File: src/rtl/game_pkg.sv
// Shared definitions for the game row blocks: controller state encoding and
// shift direction values.
package game_pkg;

  typedef enum logic [1:0] {
    ST_IDLE   = 2'd0,
    ST_MOVE   = 2'd1,
    ST_LOCKED = 2'd2
  } state_t;

  localparam logic DIR_LSB = 1'b0;
  localparam logic DIR_MSB = 1'b1;

endpackage

File: src/rtl/rise_detect.sv
// Registered rising-edge detector for an already-debounced button level.
// The pulse is combinational off the previous-cycle sample.
module rise_detect (
  input  logic clk,
  input  logic rst,
  input  logic level,
  output logic rise
);

  logic levelQ;

  always_ff @(posedge clk) begin
    if (rst) levelQ <= 1'b0;
    else     levelQ <= level;
  end

  assign rise = level & ~levelQ;

endmodule

File: src/rtl/bounce_row_shifter.sv
// Bouncing row shifter: moves a WIDTH-cell pattern end to end on divided step
// pulses, and freezes it on a stop-button rising edge, reporting the locked row.
module bounce_row_shifter
  import game_pkg::*;
#(
  parameter int unsigned WIDTH   = 8,
  parameter int unsigned SPEED_W = 4
) (
  input  logic               clk,
  input  logic               rst,
  input  logic               load,
  input  logic [WIDTH-1:0]   load_pattern,
  input  logic               step,
  input  logic [SPEED_W-1:0] speed,
  input  logic               stop_btn,
  output logic [WIDTH-1:0]   row_out,
  output logic               moving,
  output logic               dir_out,
  output logic               locked_pulse,
  output logic [WIDTH-1:0]   locked_row
);

  state_t             state;
  logic [WIDTH-1:0]   rowQ;
  logic [WIDTH-1:0]   lockedRowQ;
  logic               dirQ;
  logic               lockedPulseQ;
  logic [SPEED_W-1:0] countQ;
  logic               stopEdge;
  logic [WIDTH-1:0]   nextRow;
  logic               nextDir;

  rise_detect stopDetect (
    .clk  (clk),
    .rst  (rst),
    .level(stop_btn),
    .rise (stopEdge)
  );

  // The bounce happens within the move: when the leading edge cell is occupied
  // the direction flips and the row shifts the other way. If both end cells are
  // occupied (full row) the row holds and keeps its direction.
  always_comb begin
    nextRow = rowQ;
    nextDir = dirQ;
    if (dirQ == DIR_LSB) begin
      if (!rowQ[0]) begin
        nextRow = rowQ >> 1;
      end else if (!rowQ[WIDTH-1]) begin
        nextRow = rowQ << 1;
        nextDir = DIR_MSB;
      end
    end else begin
      if (!rowQ[WIDTH-1]) begin
        nextRow = rowQ << 1;
      end else if (!rowQ[0]) begin
        nextRow = rowQ >> 1;
        nextDir = DIR_LSB;
      end
    end
  end

  always_ff @(posedge clk) begin
    if (rst) begin
      state        <= ST_IDLE;
      rowQ         <= '0;
      lockedRowQ   <= '0;
      dirQ         <= DIR_LSB;
      lockedPulseQ <= 1'b0;
      countQ       <= '0;
    end else begin
      lockedPulseQ <= 1'b0;
      if (load) begin
        rowQ   <= load_pattern;
        dirQ   <= DIR_LSB;
        countQ <= '0;
        state  <= (load_pattern == '0) ? ST_IDLE : ST_MOVE;
      end else begin
        unique case (state)
          ST_MOVE: begin
            if (stopEdge) begin
              state        <= ST_LOCKED;
              lockedRowQ   <= rowQ;
              lockedPulseQ <= 1'b1;
            end else if (step) begin
              // >= lets a lowered speed take effect on the very next step
              if (countQ >= speed) begin
                rowQ   <= nextRow;
                dirQ   <= nextDir;
                countQ <= '0;
              end else begin
                countQ <= countQ + 1'b1;
              end
            end
          end
          ST_IDLE, ST_LOCKED: ;
          default: state <= ST_IDLE;
        endcase
      end
    end
  end

  assign row_out      = rowQ;
  assign locked_row   = lockedRowQ;
  assign locked_pulse = lockedPulseQ;
  assign dir_out      = dirQ;
  assign moving       = (state == ST_MOVE);

endmodule

File: config.mk
export PLATFORM = sky130hd
export DESIGN_NAME = bounce_row_shifter
export DESIGN_NICKNAME = d
export VERILOG_FILES = /design/src/rtl/game_pkg.sv /design/src/rtl/rise_detect.sv /design/src/rtl/bounce_row_shifter.sv
export SDC_FILE = /design/constraint.sdc
export NUM_CORES = 1
export LEC_CHECK = 0
export BUFFER_PORTS_ARGS = -buffer_cell sky130_fd_sc_hd__buf_2
export CORE_MARGIN = 5
export CORE_UTILIZATION = 31
export CTS_BUF_LIST = sky130_fd_sc_hd__clkbuf_4
export CTS_CLUSTER_DIAMETER = 100
export DETAILED_ROUTE_END_ITERATION = 10
export HOLD_SLACK_MARGIN = 0.1
export PLACE_DENSITY = 0.54
export SLEW_MARGIN = 20
export SYNTH_ARGS = -nofsm -noshare
export SYNTH_HDL_FRONTEND = slang
export SYNTH_HIERARCHICAL = 1
export SYNTH_SLANG_ARGS = --single-unit
export TNS_END_PERCENT = 1
File: constraint.sdc
create_clock -name clk -period 3.2 [get_ports clk]
set_input_delay 0.64 -clock clk [delete_from_list [all_inputs] [get_ports clk]]
set_output_delay 0.64 -clock clk [all_outputs]
set_load 0.1 [all_outputs]
==> impl_results.md, run 1 <==
* H-tree lvl count at 1
* Vias in the first global route at 1,168
* Clock Root Buffer: clkbuf_4
* Fin crit share at 64.94%
* GRT busiest layer: met2
* Most frequent cells in the layout: buf_2 (35), nand2_1 (28), dfxtp_1 (25)
* Most common cell after layout, fill and taps aside: buf_2
* # port buffers at 35
* Met1 Usage GRT at 16.28%
* Worst skew pair latency at 0.32 ns
* Nets at 205
* Via density at 5.203
* CTS Buf Count at 3
* Post-synthesis cell type count at 38
* DR DRC count at 0
* Worst endpoint data arrival time at 1.44 ns
* HPWL after detailed placement at 2550 um
* Worst VDD drop at 0.0001980 V
* Grt met2 use at 20.96%
* First-pass GRT wire length at 5437 um
* Top post-synthesis cells by area: dfxtp_1 (39%), nand2_1 (8.3%), a21oi_1 (5.9%), ha_1 (4.9%), a311oi_1 (3.4%)
* Post-CTS sizing at 0
* Clock sinks at 25
* Number of diodes at 0
* CP max stage delay at 0.48 ns
* Count of state elements after synthesis at 25
* Vias at 1,207
* CP max stage cell: buf_2
* Die height at 74.07 um
* Gr usage total at 12.42%
* R2r setup slk at 1.39 ns
* Worst slew pin tran at 0.4926 ns
* Total power at 0.0006226 W
* CTS max path bufs at 2
* CTS tree: yes
* Row count at 23
* Share of the synthesized area in the top cell type at 39.33%
* First-pass DRT Iterations at 4
* Slew Limit Fails at 0
* Area of the multi-input gates at 715.7 um2
* Outcome: complete, no violations
* Crit end category: primary output
* TNS Setup at 0 ns
* Die area at 0.005486 mm2
* Critical path type: reg -> out
* Fin util at 38.04%
* Lkg Pwr at 0.6411 nW
* Largest net degree at the start of global routing at 16
* Count of warnings emitted by yosys at 6
* Syn Area/Cell at 8.598 um2
* Initial antenna violation count at 0
* Share of cells above drive strength 1 at 27.47%
* Power per cell area at 409.2 mW/mm2
* M3 GR Usage at 2.432%
* Cell Area, Synth at 0.001272 mm2
* Filler instances at 421
* Synthesized instance count at 148
* Seq. cell area at 500.5 um2
* Final setup vio count at 0
* Fin. Hold Viols at 0
* CP max FO at 4
* Worst-path clk slew at 0.14 ns
* Period minus WS final at 2.078 ns
* Routability cong. at 0.9003
* Routed wire length at 3278 um
* P&R area growth vs syn at 19.57%
* Largest area contributor in the netlist: dfxtp_1
* Total gr overflow at 0
* Num ports at 36
* Placed Cells at 228
* Final Skew at 0.001857 ns
* HP Class: reg -> reg
* Element type at the critical path start: flop
* Starting Density at 31.81%
* Post-CTS Setup Repair Bufs at 0
* RSZ-0062 raised after global routing: no
* Core area at 0.004000 mm2
* Max-capacitance violation count at 0
* Hold_buf cts at 0
* Die Wd at 74.07 um
* Crit path required time at 2.56 ns
* Initial drt markers at 51
* Post-synth net total at 170
* Max Fclk at 0.4812 GHz
* Routed WL per cell at 14.13 um
* Number of routed nets with antenna violations at 0
* Rel. slew slack at 67.39%
* Final Non-Filler Cells at 232
* Post-synthesis sequential area ratio at 39.33%
* Crit-path cells: nor2b_1, buf_2
-- stage by stage --
step	cell area (um2)	hold slack, ns	setup WS [ns]
final	1521	0.4610	1.122
after global routing	1521	0.4858	0.9962
after CTS	1521	0.4650	1.103
after detailed placement	1491	0.4456	1.037
after global placement	1491	0.4424	1.083
after floorplan	1272	0.4651	0.5755
-- logic make-up (layout without fill, tap and decap cells) --
group	Yosys count	count (layout)	share of synthesized area [%]
and+or+nand+nor	54	54	21.93
AOI/OAI and AO/OA	44	44	24.88
DFF	25	25	39.33
buffers and inverters	14	48	4.424
adders and majority gates	5	5	4.916
muxes	4	4	3.147
xor gates and xnor gates	2	2	1.377
-- worst paths after layout --
path                 startpoint            end  cells past startpoint
setup / recovery       state[0]         moving                      2
hold / removal    locked_row[1]  locked_row[1]                      2
setup reg to reg      countQ[0]        dir_out                      6
hold reg to reg   locked_row[1]  locked_row[1]                      2
-- routing by layer --
metal	part of all wire, %	vias to the layer above	wire length, um
met3	6.4	2	211
met5	0	-	0
met1	45	559	1478
met4	0.61	0	20
li1	-	609	-
met2	48	37	1567
-- where the power goes --
group / switching (W) / internal, W
clock: 0.0000981 / 0.0000477
combinational: 0.000104 / 0.0000380
sequential: 0.0000141 / 0.000321
-- cell type report --
type / instances / area share, %
clock buffer: 3 / 1.480
multi-input combinational: 109 / 47.04
sequential: 25 / 32.89
inverter: 8 / 1.974
timing repair buffer: 36 / 12.01
clock inverter: 1 / 0.4934
tap: 50 / 4.112
-- critical path, delay by kind of cell (launching register included) --
family,cells,cell delay (ns)
DFF,1,0.38
and+or+nand+nor,1,0.26
buffers and inverters,1,0.48
-- cell usage after synthesis --
master / n
a2111oi_0: 1
a211oi_1: 2
a21o_1: 2
a21oi_1: 15
a22oi_1: 1
a311oi_1: 5
a32o_1: 4
a41oi_2: 1
and2_1: 1
and3_1: 1
buf_2: 3
clkbuf_1: 3
dfxtp_1: 25
ha_1: 5
inv_1: 6
inv_2: 2
mux2i_1: 4
nand2_1: 28
nand2b_1: 1
nand3_1: 5
nand4_1: 1
nor2_1: 4
nor2b_1: 2
nor2b_4: 2
nor3_1: 3
nor3b_1: 1
nor3b_2: 1
nor4_1: 2
nor4bb_1: 1
o211ai_2: 1
o21a_1: 1
o21a_4: 1
o21ai_0: 3
o21ai_1: 2
o21ba_2: 1
o22ai_1: 4
or4_4: 1
xor2_1: 2
-- state kept, by name, summed over array words and instances, names as in the netlist --
name and flops:
row_out 8, stopDetect/levelQ 1, countQ 4, dir_out 1, locked_pulse 1, locked_row 8
state 2
Power figures use the tool's default switching activity.
==> run 2: changes to the inputs <==
--- a/config.mk
+++ b/config.mk
@@ -5,6 +5,7 @@
 export SDC_FILE = /design/constraint.sdc
 export NUM_CORES = 1
 export LEC_CHECK = 0
+export ABC_AREA = 1
 export BUFFER_PORTS_ARGS = -buffer_cell sky130_fd_sc_hd__buf_2
 export CORE_MARGIN = 5
 export CORE_UTILIZATION = 31
@@ -12,7 +13,7 @@
 export CTS_CLUSTER_DIAMETER = 100
 export DETAILED_ROUTE_END_ITERATION = 10
 export HOLD_SLACK_MARGIN = 0.1
-export PLACE_DENSITY = 0.54
+export PLACE_DENSITY = 0.55
 export SLEW_MARGIN = 20
 export SYNTH_ARGS = -nofsm -noshare
 export SYNTH_HDL_FRONTEND = slang
==> constraint.sdc (replaced) <==
create_clock -name clk -period 1.87 [get_ports clk]
set_input_delay 0.374 -clock clk [delete_from_list [all_inputs] [get_ports clk]]
set_output_delay 0.374 -clock clk [all_outputs]
set_load 0.1 [all_outputs]
==> run 2 against run 1 <==
  * Clock-buffer cell count is the same
  * Area after synthesis grew 8.0%
  * Sequential share of layout area down 1.7 points
  * Via count rose by 5.7%
  * First-iteration DRC count down 24%
  * Combinational power increased by 150%
==> impl_results.md, run 2 <==
* Outcome: complete, no violations
* First-pass GRT wire length at 5754 um (+5.8%)
* Post-synthesis sequential area ratio at 36.43% (-2.9 points)
* CTS tree: yes
* Final Skew at 0.002510 ns (+0.0006533 ns)
* Worst Min Path Start: stop_btn
* Clock Root Buffer: clkbuf_4
* Starting Density at 31.77% (-0.040 points)
* Number of diodes at 0 (unchanged)
* Critical path type: reg -> out
* H-tree lvl count at 1 (unchanged)
* P&R area growth vs syn at 16.94%
* Most common cell after layout, fill and taps aside: nand2_1
* First-pass DRT Iterations at 4 (unchanged)
* Gr usage total at 11.64% (-0.78 points)
* Post-synthesis cell type count at 29 (-24%)
* Top post-synthesis cells by area: dfxtp_1 (36%), nand2_1 (11%), inv_1 (6.6%), nor2_1 (6.0%), o21ai_0 (5.8%)
* DR DRC count at 0 (unchanged)
* Fraction of registers with async set/reset at 0% (unchanged)
* Crit end category: primary output
* R2r setup slk at 0.37 ns (-1.02 ns)
* Count of state elements after synthesis at 25 (unchanged)
* Worst skew pair latency at 0.33 ns (about the same)
* Die Wd at 76.57 um (+3.4%)
* HP Class: in -> reg
* Worst r2r path cells at 8 (+2)
* Post-CTS sizing at 0 (unchanged)
* Family with the most delay on the worst path: flip-flops
* Max-capacitance violation count at 0 (unchanged)
* Lkg Pwr at 0.8268 nW (+29%)
* Hold_buf cts at 0 (unchanged)
* Slew Limit Fails at 0 (unchanged)
* Core area at 0.004324 mm2 (+8.1%)
* Sw frac at 39.85% (+5.1 points)
* CP max stage cell: dfxtp_1
* Initial drt markers at 39 (-24%)
* Share of the synthesized area in the top cell type at 36.43% (-2.9 points)
* Die area at 0.005863 mm2 (+6.9%)
* Routed WL per cell at 11.92 um (-16%)
* Cell Area, Synth at 0.001374 mm2 (+8.0%)
* Most common cell in the netlist: nand2_1
* Count of warnings emitted by yosys at 6 (unchanged)
* Fin util at 37.15% (-0.88 points)
* TNS Setup at 0 ns (unchanged)
* Crit path required time at 1.50 ns (-1.06 ns)
* Worst reg2reg path endpoint: row_out[5]
* Power per cell area at 738.8 mW/mm2 (+81%)
* Post-synth top cells: nand2_1 (42), dfxtp_1 (25), inv_1 (24)
* Row count at 24 (+4.3%)
* RSZ-0062 raised after global routing: no
* Element type at the critical path start: flop
* Clock sinks at 25 (unchanged)
* Syn Area/Cell at 7.269 um2 (-15%)
* Max Fclk at 0.5912 GHz
* Fin. Hold Viols at 0 (unchanged)
* Switch Pwr at 0.0004730 W (+120%)
* Nets at 247 (+20%)
* HPWL after detailed placement at 2572 um (+0.84%)
* # port buffers at 35 (unchanged)
* Synthesized instance count at 189 (+28%)
* Final Non-Filler Cells at 276 (+19%)
* Post-synth EDFFs at 0 (unchanged)
* CTS Buf Count at 3 (unchanged)
* Hold Path Cell Cnt at 3 (+1)
* Routed wire length at 3289 um (+0.34%)
* CP max FO at 8 (+4)
* Worst slew pin tran at 0.4834 ns (-0.009177 ns)
* Vias in the first global route at 1,329 (+14%)
* CTS max path bufs at 2 (unchanged)
* Most frequent cells in the layout: nand2_1 (42), buf_2 (35), inv_1 (24), dfxtp_1 (24), nor2_1 (22)
* Number of routed nets with antenna violations at 0 (unchanged)
* Worst endpoint data arrival time at 1.32 ns (-0.12 ns)
* Post-synth net total at 211 (+24%)
* Buf/Inv on CP at 1 (unchanged)
* Largest net degree at the start of global routing at 18 (+2)
* Die height at 76.57 um (+3.4%)
* PnR worst setup slack at 0.1785 ns (-0.9435 ns)
* Portion of total power attributed to the clock network at 22.2% (-1.2 points)
* Worst-path clk slew at 0.15 ns (about the same)
* Placed Cells at 272 (+19%)
* CP max stage delay at 0.50 ns (+0.02 ns)
* Final setup vio count at 0 (unchanged)
* Total gr overflow at 0 (unchanged)
* Pre-CTS setup slack at 0.2008 ns (-0.8364 ns)
* Num ports at 36 (unchanged)
* Routability cong. at 0.7989 (-11%)
* Worst VDD drop at 0.0003180 V (+61%)
* Seq pwr share at 48.3% (-5.5 points)
* Via density at 4.623 (-11%)
* Share of cells above drive strength 1 at 24.55% (-2.9 points)
* Largest area contributor in the netlist: dfxtp_1
* Fin crit share at 90.45%
* Vias at 1,276 (+5.7%)
* FF-to-FF Start: countQ[3]
* Rel. slew slack at 67.65% (+0.27 points)
* Post-CTS Setup Repair Bufs at 0 (unchanged)
* Period minus WS final at 1.691 ns
* Worst-case hold path end point: stopDetect/levelQ
* Dominant synthesized flop cell: dfxtp_1
* Initial antenna violation count at 0 (unchanged)
* Crit-path cells: buf_2
* Int Power at 0.0007139 W (+76%)
* Comb pwr share at 29.4% (+6.6 points)
[run 2: cell families (layout without fill, tap and decap cells)]
logic type / after synthesis / count (layout) / synth area share [%]
adders and majority gates: 5 / 5 / 4.554
xor gates and xnor gates: 2 / 2 / 1.275
and+or+nand+nor: 85 / 85 / 30.24
buffers and inverters: 32 / 67 / 10.84
DFF: 25 / 25 / 36.43
AOI/OAI and AO/OA: 40 / 40 / 16.67
[run 2: area by class of cell]
class                      instances  area [um2]
tap                               52       65.06
sequential                        25       501.7
inverter                          28       110.1
multi-input combinational        132       724.4
timing repair buffer              35       175.2
clock inverter                     1       7.507
clock buffer                       3       22.52
fill                             496        2718
[run 2: worst max path at each step]
stage	start	to	slack, ns	cells past startpoint
6_report	row_out[0]	row_out[0]	0.18	1
3_3_place_gp	speed[3]	row_out[5]	0.22	10
4_1_cts	state[1]	moving	0.16	2
5_1_grt	state[0]	moving	0.09	3
2_1_floorplan	row_out[0]	row_out[5]	0.03	7
3_5_place_dp	speed[3]	row_out[1]	0.20	10
[run 2: per-layer routing]
layer	vias up	share of wire (%)	GRT usage (%)
met2	22	47	20.12
met3	4	5.1	3.191
met4	0	1.0	2.622
li1	684	-	-
met1	566	47	14.27
met5	-	0	0
[run 2: power groups by stage]
stage / combinational, W / sequential, W / clock [W]
after floorplan: 0.000142 / 0.000726 / 0
after global placement: 0.000351 / 0.000586 / 0
after detailed placement: 0.000351 / 0.000585 / 0
after CTS: 0.000352 / 0.000574 / 0.000273
after global routing: 0.000381 / 0.000578 / 0.000293
final: 0.000349 / 0.000574 / 0.000264
[run 2: per-stage QoR]
| stage | hold WS, ns | total power [W] | area, um2 |
|---|---|---|---|
| floorplan | 0.4431 | 0.0008683 | 1375 |
| global placement | 0.5175 | 0.0009370 | 1577 |
| detailed placement | 0.5180 | 0.0009369 | 1577 |
| CTS | 0.2415 | 0.001200 | 1607 |
| global route | 0.2626 | 0.001252 | 1607 |
| finish | 0.2470 | 0.001187 | 1607 |
==> run 3: changes to the inputs <==
--- a/config.mk
+++ b/config.mk
@@ -13,6 +13,7 @@
 export CTS_CLUSTER_DIAMETER = 100
 export DETAILED_ROUTE_END_ITERATION = 10
 export HOLD_SLACK_MARGIN = 0.1
+export MAX_ROUTING_LAYER = met4
 export PLACE_DENSITY = 0.55
 export SLEW_MARGIN = 20
 export SYNTH_ARGS = -nofsm -noshare
==> run 3 against run 2 <==
  * Register-to-register slack about the same
  * Wire length up 0.52%
  * First-iteration DRC count down 15%
  * Global-route usage up 0.32 points
  * Setup slack worse by 0.0013 ns
  * Via count up 1.1%
  * Largest power group unchanged
  * Clock skew down 0.0014 ns
  * Sequential share of layout area unchanged
==> impl_results.md, run 3 (synthesis gave the netlist of run 2 again) <==
* Outcome: complete, no violations
* Worst path depth at 1 (unchanged)
* Number of routed nets with antenna violations at 0 (unchanged)
* Slew Limit Fails at 0 (unchanged)
* Post-CTS sizing at 0 (unchanged)
* Crit path required time at 1.50 ns (about the same)
* Worst-path clk slew at 0.15 ns (about the same)
* First-pass GRT wire length at 5754 um (unchanged)
* Clock sinks at 25 (unchanged)
* First-pass DRT Iterations at 4 (unchanged)
* Element type at the critical path start: flop
* Routability cong. at 0.8104 (+1.4%)
* H-tree lvl count at 1 (unchanged)
* Worst endpoint data arrival time at 1.32 ns (about the same)
* Clock Root Buffer: clkbuf_4
* RSZ-0062 raised after global routing: no
* Fin. Hold Viols at 0 (unchanged)
* TNS Setup at 0 ns (unchanged)
* Initial antenna violation count at 0 (unchanged)
* CTS max path bufs at 2 (unchanged)
* Vias in the first global route at 1,329 (unchanged)
* Row count at 24 (unchanged)
* Gr usage total at 11.96% (+0.32 points)
* Family with the most delay on the worst path: flip-flops
* Die Wd at 76.57 um (unchanged)
* Total gr overflow at 0 (unchanged)
* Worst r2r path cells at 8 (unchanged)
* Worst skew pair latency at 0.33 ns (about the same)
* HP Class: in -> reg
* Share of cells above drive strength 1 at 24.55% (unchanged)
* Post-CTS Setup Repair Bufs at 0 (unchanged)
* Max-capacitance violation count at 0 (unchanged)
* CP max FO at 8 (unchanged)
* CP max stage cell: dfxtp_1
* Fin util at 37.15% (unchanged)
* Die height at 76.57 um (unchanged)
* Buf/Inv on CP at 1 (unchanged)
* CTS Buf Count at 3 (unchanged)
* Crit-path cells: buf_2
* Lkg Pwr at 0.8268 nW (unchanged)
* CTS tree: yes
* Final Skew at 0.001155 ns (-0.001355 ns)
* Die area at 0.005863 mm2 (unchanged)
* Crit end category: primary output
* Hold_buf cts at 0 (unchanged)
* Routed wire length at 3306 um (+0.52%)
* Critical path type: reg -> out
* Power per cell area at 739.7 mW/mm2 (+0.12%)
* Worst VDD drop at 0.0003183 V (about the same)
* Period minus WS final at 1.693 ns (+0.001273 ns)
* Starting Density at 31.77% (unchanged)
* Filler instances at 496 (unchanged)
* Routed WL per cell at 11.98 um (+0.52%)
* Max Fclk at 0.5908 GHz (about the same)
* Nets at 247 (unchanged)
* Fin crit share at 90.52% (about the same)
* Via density at 4.674 (+1.1%)
* Core area at 0.004324 mm2 (unchanged)
* P&R area growth vs syn at 16.94% (unchanged)
* Most frequent cells in the layout: nand2_1 (42), buf_2 (35), inv_1 (24), dfxtp_1 (24), nor2_1 (22)
* Num ports at 36 (unchanged)
* DR DRC count at 0 (unchanged)
* Rel. slew slack at 67.60% (about the same)
* CP max stage delay at 0.50 ns (about the same)
* HPWL after detailed placement at 2572 um (unchanged)
* Number of diodes at 0 (unchanged)
* Initial drt markers at 33 (-15%)
* Largest net degree at the start of global routing at 18 (unchanged)
* Final setup vio count at 0 (unchanged)
* Worst slew pin tran at 0.4842 ns (+0.0007849 ns)
* Most common cell after layout, fill and taps aside: nand2_1
* Vias at 1,290 (+1.1%)
* # port buffers at 35 (unchanged)
* Hold Path Cell Cnt at 3 (unchanged)
run 3: cell counts in the layout (fill, tap and decap cells not counted):
Identical to the previous run, type by type.
run 3: through the flow:
stage	hold slack [ns]	setup slack, ns	cell area (um2)	cells	power, W
after floorplan	0.4431	0.02648	1375	189	0.0008683
after global placement	0.5175	0.2153	1577	272	0.0009370
after detailed placement	0.5180	0.2008	1577	272	0.0009369
after CTS	0.2415	0.1617	1607	276	0.001200
after global routing	0.2626	0.09433	1607	276	0.001252
final	0.2461	0.1773	1607	276	0.001188
run 3: final timing paths:
check | from | end | slack, ns
min reg2reg | countQ[1] | countQ[1] | 0.53
max | row_out[0] | row_out[0] | 0.18
min | stop_btn | stopDetect/levelQ | 0.25
max reg2reg | countQ[3] | row_out[5] | 0.37
run 3: layout make-up:
| type | instances | area, um2 | share of cell area [%] |
|---|---|---|---|
| Inverter | 28 | 110.1 | 6.854 |
| Multi-Input combinational cell | 132 | 724.4 | 45.09 |
| Tap cell | 52 | 65.06 | 4.050 |
| Timing Repair Buffer | 35 | 175.2 | 10.90 |
| Clock inverter | 1 | 7.507 | 0.4673 |
| Clock buffer | 3 | 22.52 | 1.402 |
| Sequential cell | 25 | 501.7 | 31.23 |
run 3: tightest hold or removal path, cell delays in order:
cell	delay, ns
buf_2	0.08
inv_1	0.04
nor2_1	0.07
run 3: layer usage:
metal	part of all wire (%)	vias up	GRT usage (%)	routed length [um]
met3	4.5	4	2.719	149
met1	48	578	14.55	1572
met4	1.1	0	2.622	35
met2	47	24	20.12	1549
met5	0	-	-	0
li1	-	684	-	-
run 3: power by group:
| part | switching (W) | internal, W |
|---|---|---|
| clock network | 0.000183 | 0.0000820 |
| logic | 0.000274 | 0.0000753 |
| registers | 0.0000170 | 0.000557 |
| total | 0.000474 | 0.000714 |
